$ cat src/rtl/cache_arbiter.sv
// -----------------------------------------------------------------------------
// cache_arbiter
//
// Shares the single L2 / physical-memory port between the instruction cache
// and the data cache of the pipelined LC-3b core. Line-sized requests are
// served one at a time. When both caches request in the same IDLE cycle, the
// grant goes to the cache that was not granted last, so neither side can
// starve the other.
//
// Transaction flow:
//   IDLE     - sample requests, pick a winner, capture its address/op/wdata
//   SERVE_I  - drive L2 from the captured registers until l2_resp
//   SERVE_D  - same, for the data cache
//   RELEASE  - one dead cycle so the client can drop its request
//
// Ports:
//   clk, rst_n        clock, asynchronous active-low reset
//   i_mem_read        I-cache line read request (held until i_mem_resp)
//   i_mem_address     I-cache line address
//   i_mem_rdata       line returned to the I-cache (qualified by i_mem_resp)
//   i_mem_resp        one-cycle completion pulse to the I-cache
//   d_mem_read        D-cache line read request
//   d_mem_write       D-cache line write-back request (wins over d_mem_read)
//   d_mem_address     D-cache line address
//   d_mem_wdata       D-cache write-back line
//   d_mem_rdata       line returned to the D-cache (qualified by d_mem_resp)
//   d_mem_resp        one-cycle completion pulse to the D-cache
//   l2_read/l2_write  downstream strobes (never both high)
//   l2_address        downstream line address
//   l2_wdata          downstream write data
//   l2_rdata          downstream read data
//   l2_resp           downstream completion
// -----------------------------------------------------------------------------
module cache_arbiter #(
    parameter int ADDR_W = 16,
    parameter int LINE_W = 128
) (
    input  logic              clk,
    input  logic              rst_n,

    input  logic              i_mem_read,
    input  logic [ADDR_W-1:0] i_mem_address,
    output logic [LINE_W-1:0] i_mem_rdata,
    output logic              i_mem_resp,

    input  logic              d_mem_read,
    input  logic              d_mem_write,
    input  logic [ADDR_W-1:0] d_mem_address,
    input  logic [LINE_W-1:0] d_mem_wdata,
    output logic [LINE_W-1:0] d_mem_rdata,
    output logic              d_mem_resp,

    output logic              l2_read,
    output logic              l2_write,
    output logic [ADDR_W-1:0] l2_address,
    output logic [LINE_W-1:0] l2_wdata,
    input  logic [LINE_W-1:0] l2_rdata,
    input  logic              l2_resp
);

    typedef enum logic [1:0] {
        IDLE    = 2'd0,
        SERVE_I = 2'd1,
        SERVE_D = 2'd2,
        RELEASE = 2'd3
    } state_e;

    state_e             state_q;
    logic               last_grant_q;   // 0 = I-cache, 1 = D-cache
    logic               l2_read_q;
    logic               l2_write_q;
    logic [ADDR_W-1:0]  addr_q;
    logic [LINE_W-1:0]  wdata_q;

    logic               i_req_s;
    logic               d_req_s;
    logic               d_is_write_s;
    logic               any_req_s;
    logic               grant_d_s;      // winner of this IDLE cycle: 1 = D

    // Request decode and round-robin winner selection for the IDLE cycle.
    always_comb begin
        i_req_s      = i_mem_read;
        d_req_s      = d_mem_read | d_mem_write;
        // A simultaneous read+write from the D side is a write-back.
        d_is_write_s = d_mem_write;
        any_req_s    = i_req_s | d_req_s;
        if (i_req_s && d_req_s) begin
            // Tie: favour whichever side was not served last.
            grant_d_s = ~last_grant_q;
        end else if (d_req_s) begin
            grant_d_s = 1'b1;
        end else begin
            grant_d_s = 1'b0;
        end
    end

    // Arbitration FSM: state, grant history, captured request and L2 strobes.
    always_ff @(posedge clk or negedge rst_n) begin
        if (!rst_n) begin
            state_q      <= IDLE;
            last_grant_q <= 1'b1;   // first tie after reset goes to I
            l2_read_q    <= 1'b0;
            l2_write_q   <= 1'b0;
            addr_q       <= {ADDR_W{1'b0}};
            wdata_q      <= {LINE_W{1'b0}};
        end else begin
            case (state_q)
                IDLE: begin
                    if (any_req_s) begin
                        last_grant_q <= grant_d_s;
                        if (grant_d_s) begin
                            state_q    <= SERVE_D;
                            addr_q     <= d_mem_address;
                            wdata_q    <= d_mem_wdata;
                            l2_read_q  <= ~d_is_write_s;
                            l2_write_q <= d_is_write_s;
                        end else begin
                            // The I side is read-only; no write data to carry.
                            state_q    <= SERVE_I;
                            addr_q     <= i_mem_address;
                            wdata_q    <= {LINE_W{1'b0}};
                            l2_read_q  <= 1'b1;
                            l2_write_q <= 1'b0;
                        end
                    end else begin
                        state_q <= IDLE;
                    end
                end
                SERVE_I, SERVE_D: begin
                    if (l2_resp) begin
                        state_q    <= RELEASE;
                        l2_read_q  <= 1'b0;
                        l2_write_q <= 1'b0;
                    end else begin
                        state_q <= state_q;
                    end
                end
                RELEASE: begin
                    // Requests are deliberately ignored for this one cycle.
                    state_q <= IDLE;
                end
                default: begin
                    state_q    <= IDLE;
                    l2_read_q  <= 1'b0;
                    l2_write_q <= 1'b0;
                end
            endcase
        end
    end

    // L2 side comes from captured registers so client changes cannot leak
    // through mid-transaction. Completion is forwarded in the same cycle as
    // l2_resp and only to the cache currently being served; l2_resp seen in
    // IDLE or RELEASE is a stray and produces nothing.
    always_comb begin
        l2_read     = l2_read_q;
        l2_write    = l2_write_q;
        l2_address  = addr_q;
        l2_wdata    = wdata_q;
        i_mem_rdata = l2_rdata;
        d_mem_rdata = l2_rdata;
        i_mem_resp  = l2_resp && (state_q == SERVE_I);
        d_mem_resp  = l2_resp && (state_q == SERVE_D);
    end

endmodule

$ cat config.mk
export PLATFORM = sky130hd
export DESIGN_NAME = cache_arbiter
export DESIGN_NICKNAME = d
export VERILOG_FILES = /design/src/rtl/cache_arbiter.sv
export SDC_FILE = /design/constraint.sdc
export NUM_CORES = 1
export LEC_CHECK = 0
export CORE_AREA = 8 8 264 266
export CTS_CLUSTER_SIZE = 25
export DETAILED_ROUTE_END_ITERATION = 10
export DIE_AREA = 0 0 272 274
export PLACE_DENSITY = 0.46
export SLEW_MARGIN = 20
export SYNTH_ARGS = -nofsm -noshare
export SYNTH_HDL_FRONTEND = slang
export SYNTH_SLANG_ARGS = --single-unit
$ cat constraint.sdc
create_clock -name clk -period 1.5 [get_ports clk]
set_input_delay 0.15 -clock clk [delete_from_list [all_inputs] [get_ports clk]]
set_output_delay 0.15 -clock clk [all_outputs]
set_load 0.01 [all_outputs]
Word level (Yosys, flattened, before mapping)
Cells that the tools add are included.
{ "totals": {"reg_bits": 149, "ramBits": 0, "mem_count": 0, "in_bits": 294, "wordCells": 38, "romBits": 0, "latch_bits": 0} }
{ "classes": {"n_addsub": 0, "n_shift": 0, "div": 0, "n_mul": 0, "muxes": 15, "bitwise": 4, "n_lt_le_gt_ge": 0, "n_eq_ne": 5, "reduce_logical": 8} }
{ "op_table": {"columns": ["operator", "n"], "rows": [
  ["two-way mux 128 bit", 1],
  ["two-way mux 16 bit", 1],
  ["two-way mux 1 bit", 7],
  ["two-way mux 2 bit", 3],
  ["one-hot mux 2 bit (3 select lines)", 1],
  ["equality test 2 bit, second input constant", 2],
  ["!= test 2 bit, second input constant", 2],
  ["one-hot mux 1 bit (2 select lines)", 2],
  ["logical AND 1 bit", 3],
  ["AND reduction 3 bit", 1],
  ["equality test 2 x 1 -> 1 bit, second input constant", 1],
  ["zero test 2 bit", 1],
  ["inverter 1 bit", 2],
  ["bitwise OR 1 bit", 2],
  ["AND reduction 2 bit", 1],
  ["nonzero test 2 bit", 1],
  ["OR reduction 2 bit", 1]
]} }

Logic depth before layout (Yosys ltp)
{ "logic_depth": {"ltp_word": 6, "mapped_depth": 8, "depth_no_buf": 5} }

Worst setup path before layout
No wires, ideal clock.
{ "synth_timing": {"path_type": "register -> register", "from": "register state_q[0]", "to": "register wdata_q[100], in the netlist l2_wdata[100]", "arrival_ns": 1.425, "setup_time_ns": 0.121, "n_path_buf": 3, "t_required_ns": 1.379, "stages_incl_launch_ff": 8, "slack_ns": -0.046, "synth_period_minus_slack_ns": 1.546, "cell_sequence": "dfrtp_1 inv_1 ha_1 clkbuf_2 o31ai_4 buf_2 buf_2 a22o_1"} }
{ "synth_between": {"elab_chain_len": 2} }
{ "synth_lines": {"columns": ["item", "line", "source"], "rows": [
  ["start: declaration", "68", "state_e state_q;"],
  ["start signal: assignment", "136", "state_q <= state_q;"],
  ["zero test 2 bit", "108", "case (state_q)"],
  ["AND reduction 2 bit (no line)", null, null],
  ["end signal: assignment", "106", "wdata_q <= {LINE_W{1'b0}};"],
  ["end signal: assignment", "115", "wdata_q <= d_mem_wdata;"],
  ["end signal: assignment", "122", "wdata_q <= {LINE_W{1'b0}};"],
  ["end: declaration", "73", "logic [LINE_W-1:0] wdata_q;"]
]} }
Every way passes these cells.
A chain may end at the register's enable or synchronous reset.

Worst setup path after layout
{ "layout_timing": {"from": "register state_q[0]", "to": "register wdata_q[41], in the netlist l2_wdata[41]"} }
Same word-level chain as after synthesis.

==> results.cfg <==
[run_status]
status = finished, violations left
violations = negative setup slack

[routing]
dr.pass1.iters = 4
drcViolationCount = 0
antenna_left = 0
viasPerCell = 3.14
wl_per_cell_um = 18.1
via_count = 5136
wl_um = 29700
dr.first_iter.drc_count = 141

[worst_setup_path]
crit_slowest_cell = dfrtp_1
crit_type = flop to flop
r2r-end = l2_wdata[41]
critPathMaxStageDelay_ps = 380
cp-end-kind = flop
r2r-start = state_q[0]
critPathTopFamily = buffers and inverters
crit_buf_inv = 4
cp.required_ps = 1860
crit_top_cell = clkbuf_16
crit_chain = inv_2 > ha_4 > o211a_4 > buf_12 > clkbuf_16 > clkbuf_16 > a22o_1
critPathLaunchType = flop
rrSetupSlack_ps = -80
critPathArrivalTime_ps = 1940
rr_worst_depth = 7
cp_max_fo = 5

[clocking]
clockBufferDepth = 2
root_buffer = clkbuf_16
cts_sinks = 149
h-tree-depth = 4
cts_tree = done
numCtsBuffers = 17
clk-insertion-delay-late_ps = 460
path_clk_slew_ps = 70

[global_routing]
grt_antenna_before_repair = 4
grt-ovfl-total = 0
grt_pass1_wl_um = 39000
grt_max_degree = 50
grt_use_total_pct = 7.15
grt_pass1_vias = 5731

[layout]
post-route-util_pct = 17.1
synthToLayoutAreaGrowth_pct = 49.6
multi_input_area_um2 = 1720
drive_above_1_share_pct = 15.5
fill_cells = 7251
n_antenna_cell = 0
regArea_um2 = 3730
fin_nets = 1057

[timing]
layout_min_cycle_time_ps = 1580
finalHoldViolations = 0
timing.fmax_mhz = 632
relSlewSlack_pct = 67.6
drv_slew = 0
worst_slack_ps = -82.2
worst_pin_slew_ps = 485
skew_ps = 9.94
setup_viol = 59
grt_setup_unrepaired = yes
period_share_pct = 105

[floorplanning]
ios = 698
initial_core_util_pct = 11.4
fp.dieW_um = 272
dieArea_um2 = 74500
row_count = 94
die_height_um = 274
core_area_um2 = 65300

[flow_run]
cap_violations = 0

[synth]
synthCells = 648
yosys.area.top_type = dfrtp_1
synth_cell_types = 30
synth_nets = 946
synth.most_common_cell = buf_4
yosys_warnings = 0
synth_seq_cells = 149
synth_area_leaders = dfrtp_1 50%, buf_4 26%, a22o_1 15%
synthesis.area_um2 = 7470
ys_seq_area_share_pct = 49.9
synth.top_cell.area_share_pct = 49.6
synth-edff-count = 0
ys_async_sr_fraction_pct = 100
avgSynthCellArea_um2 = 11.5
synth_ff_type = dfrtp_1
yosys-top-cells-count = 256 x buf_4, 148 x dfrtp_1, 128 x a22o_1, 26 x buf_2, 18 x nand2_1

[place]
gp_congestion = 0.676
pre_cts_slack_ps = -252
io_buffers = 313
hpwlAfterDp_um = 20800

[pwr]
vdd_drop_max_mv = 0.799
power.leakage_nw = 5.08
power_density_nw_per_um2 = 1960

[worst_hold_path]
min_path_type = primary input to asynchronous set/reset pin
[routing by layer]
metal / share of wire, % / global-route usage (%)
met2: 45 / 10.4
met4: 6.7 / 6.01
met5: 0.11 / 0
met1: 36 / 7.17
met3: 12 / 4.50
[through the flow]
| stage | area [um2] | instances | hold slack, ps | total power [mW] | setup TNS [ps] |
|---|---|---|---|---|---|
| floorplan | 7490 | 648 | -146 | 11.5 | 0 |
| global placement | 10100 | 1581 | 94.7 | 16.5 | -27800 |
| detailed placement | 10100 | 1581 | 95.4 | 16.6 | -26910 |
| CTS | 10600 | 1614 | 114 | 20.6 | -14860 |
| global route | 11200 | 1636 | 152 | 23.5 | -10470 |
| finish | 11200 | 1636 | 166 | 21.9 | -2020 |
[power breakdown]
group / total, mW / switching, mW / internal [mW]
Clock: 4.87 / 2.12 / 2.76
Combinational: 10.4 / 4.70 / 5.67
Sequential: 6.67 / 0.930 / 5.74
[layout by cell type, fill, tap and decap left out, types with 3 or more instances in the layout]
cell type	instances
a22o_1	128
buf_12	9
buf_4	17
buf_6	21
buf_8	10
bufinv_16	3
clkbuf_16	29
clkdlybuf4s50_1	164
dfrtp_1	148
dlygate4sd2_1	146
ha_4	4
inv_1	4
inv_6	4
inv_8	5
mux2i_1	16
nand2_1	16
o21ai_0	12
o21ai_1	4
[cell type report]
| class | count | share of cell area, % |
|---|---|---|
| Timing Repair Buffer | 382 | 35.6 |
| Multi-Input combinational cell | 203 | 15.4 |
| Sequential cell | 149 | 33.4 |
| Clock buffer | 18 | 3.93 |
| Tap cell | 864 | 9.67 |
| Inverter | 6 | 0.201 |
| Clock inverter | 14 | 1.85 |
[worst register-to-register path, cell delays in order (launching register included)]
cell	delay [ps]
dfrtp_1	380
inv_2	70
ha_4	180
o211a_4	210
buf_12	160
clkbuf_16	160
clkbuf_16	150
a22o_1	170
[sequential cells by signal (all words and copies together), names as in the netlist]
name and flops:
l2_wdata 128, l2_address 16, state_q 2, l2_read 1, l2_write 1, last_grant_q 1
[worst max-delay path by stage]
stage	start	endpoint	slack [ps]	cells after the start
global route	state_q[0]	d_mem_resp	-160	5
detailed placement	d_mem_write	state_q[0]	-250	6
finish	state_q[0]	l2_wdata[41]	-80	7
global placement	d_mem_write	state_q[0]	-260	6
CTS	state_q[0]	d_mem_resp	-160	5
floorplan	state_q[0]	l2_wdata[97]	4	7
[cell families (layout without fill, tap and decap cells)]
kind of cell / count (synthesis) / count (layout) / synth area share (%)
buffers and inverters: 296 / 420 / 28.2
AOI/OAI and AO/OA: 157 / 157 / 17.6
DFF: 149 / 149 / 49.9
and+or+nand+nor: 26 / 26 / 1.49
muxes: 16 / 16 / 2.14
adders and majority gates: 4 / 4 / 0.670
[timing repair]
| action | in CTS | in global routing |
|---|---|---|
| endpoints found under the setup margin | 283 | 151 |
| hold endpoints to repair | 148 | 0 |
| gates cloned | 0 | 16 |
| hold buffers | 1 | 0 |
| pin swaps | 1 | 23 |
| buffers inserted | 0 | 6 |
| resized for setup | 163 | 54 |
Note: power is estimated with default switching activity, not from simulation.
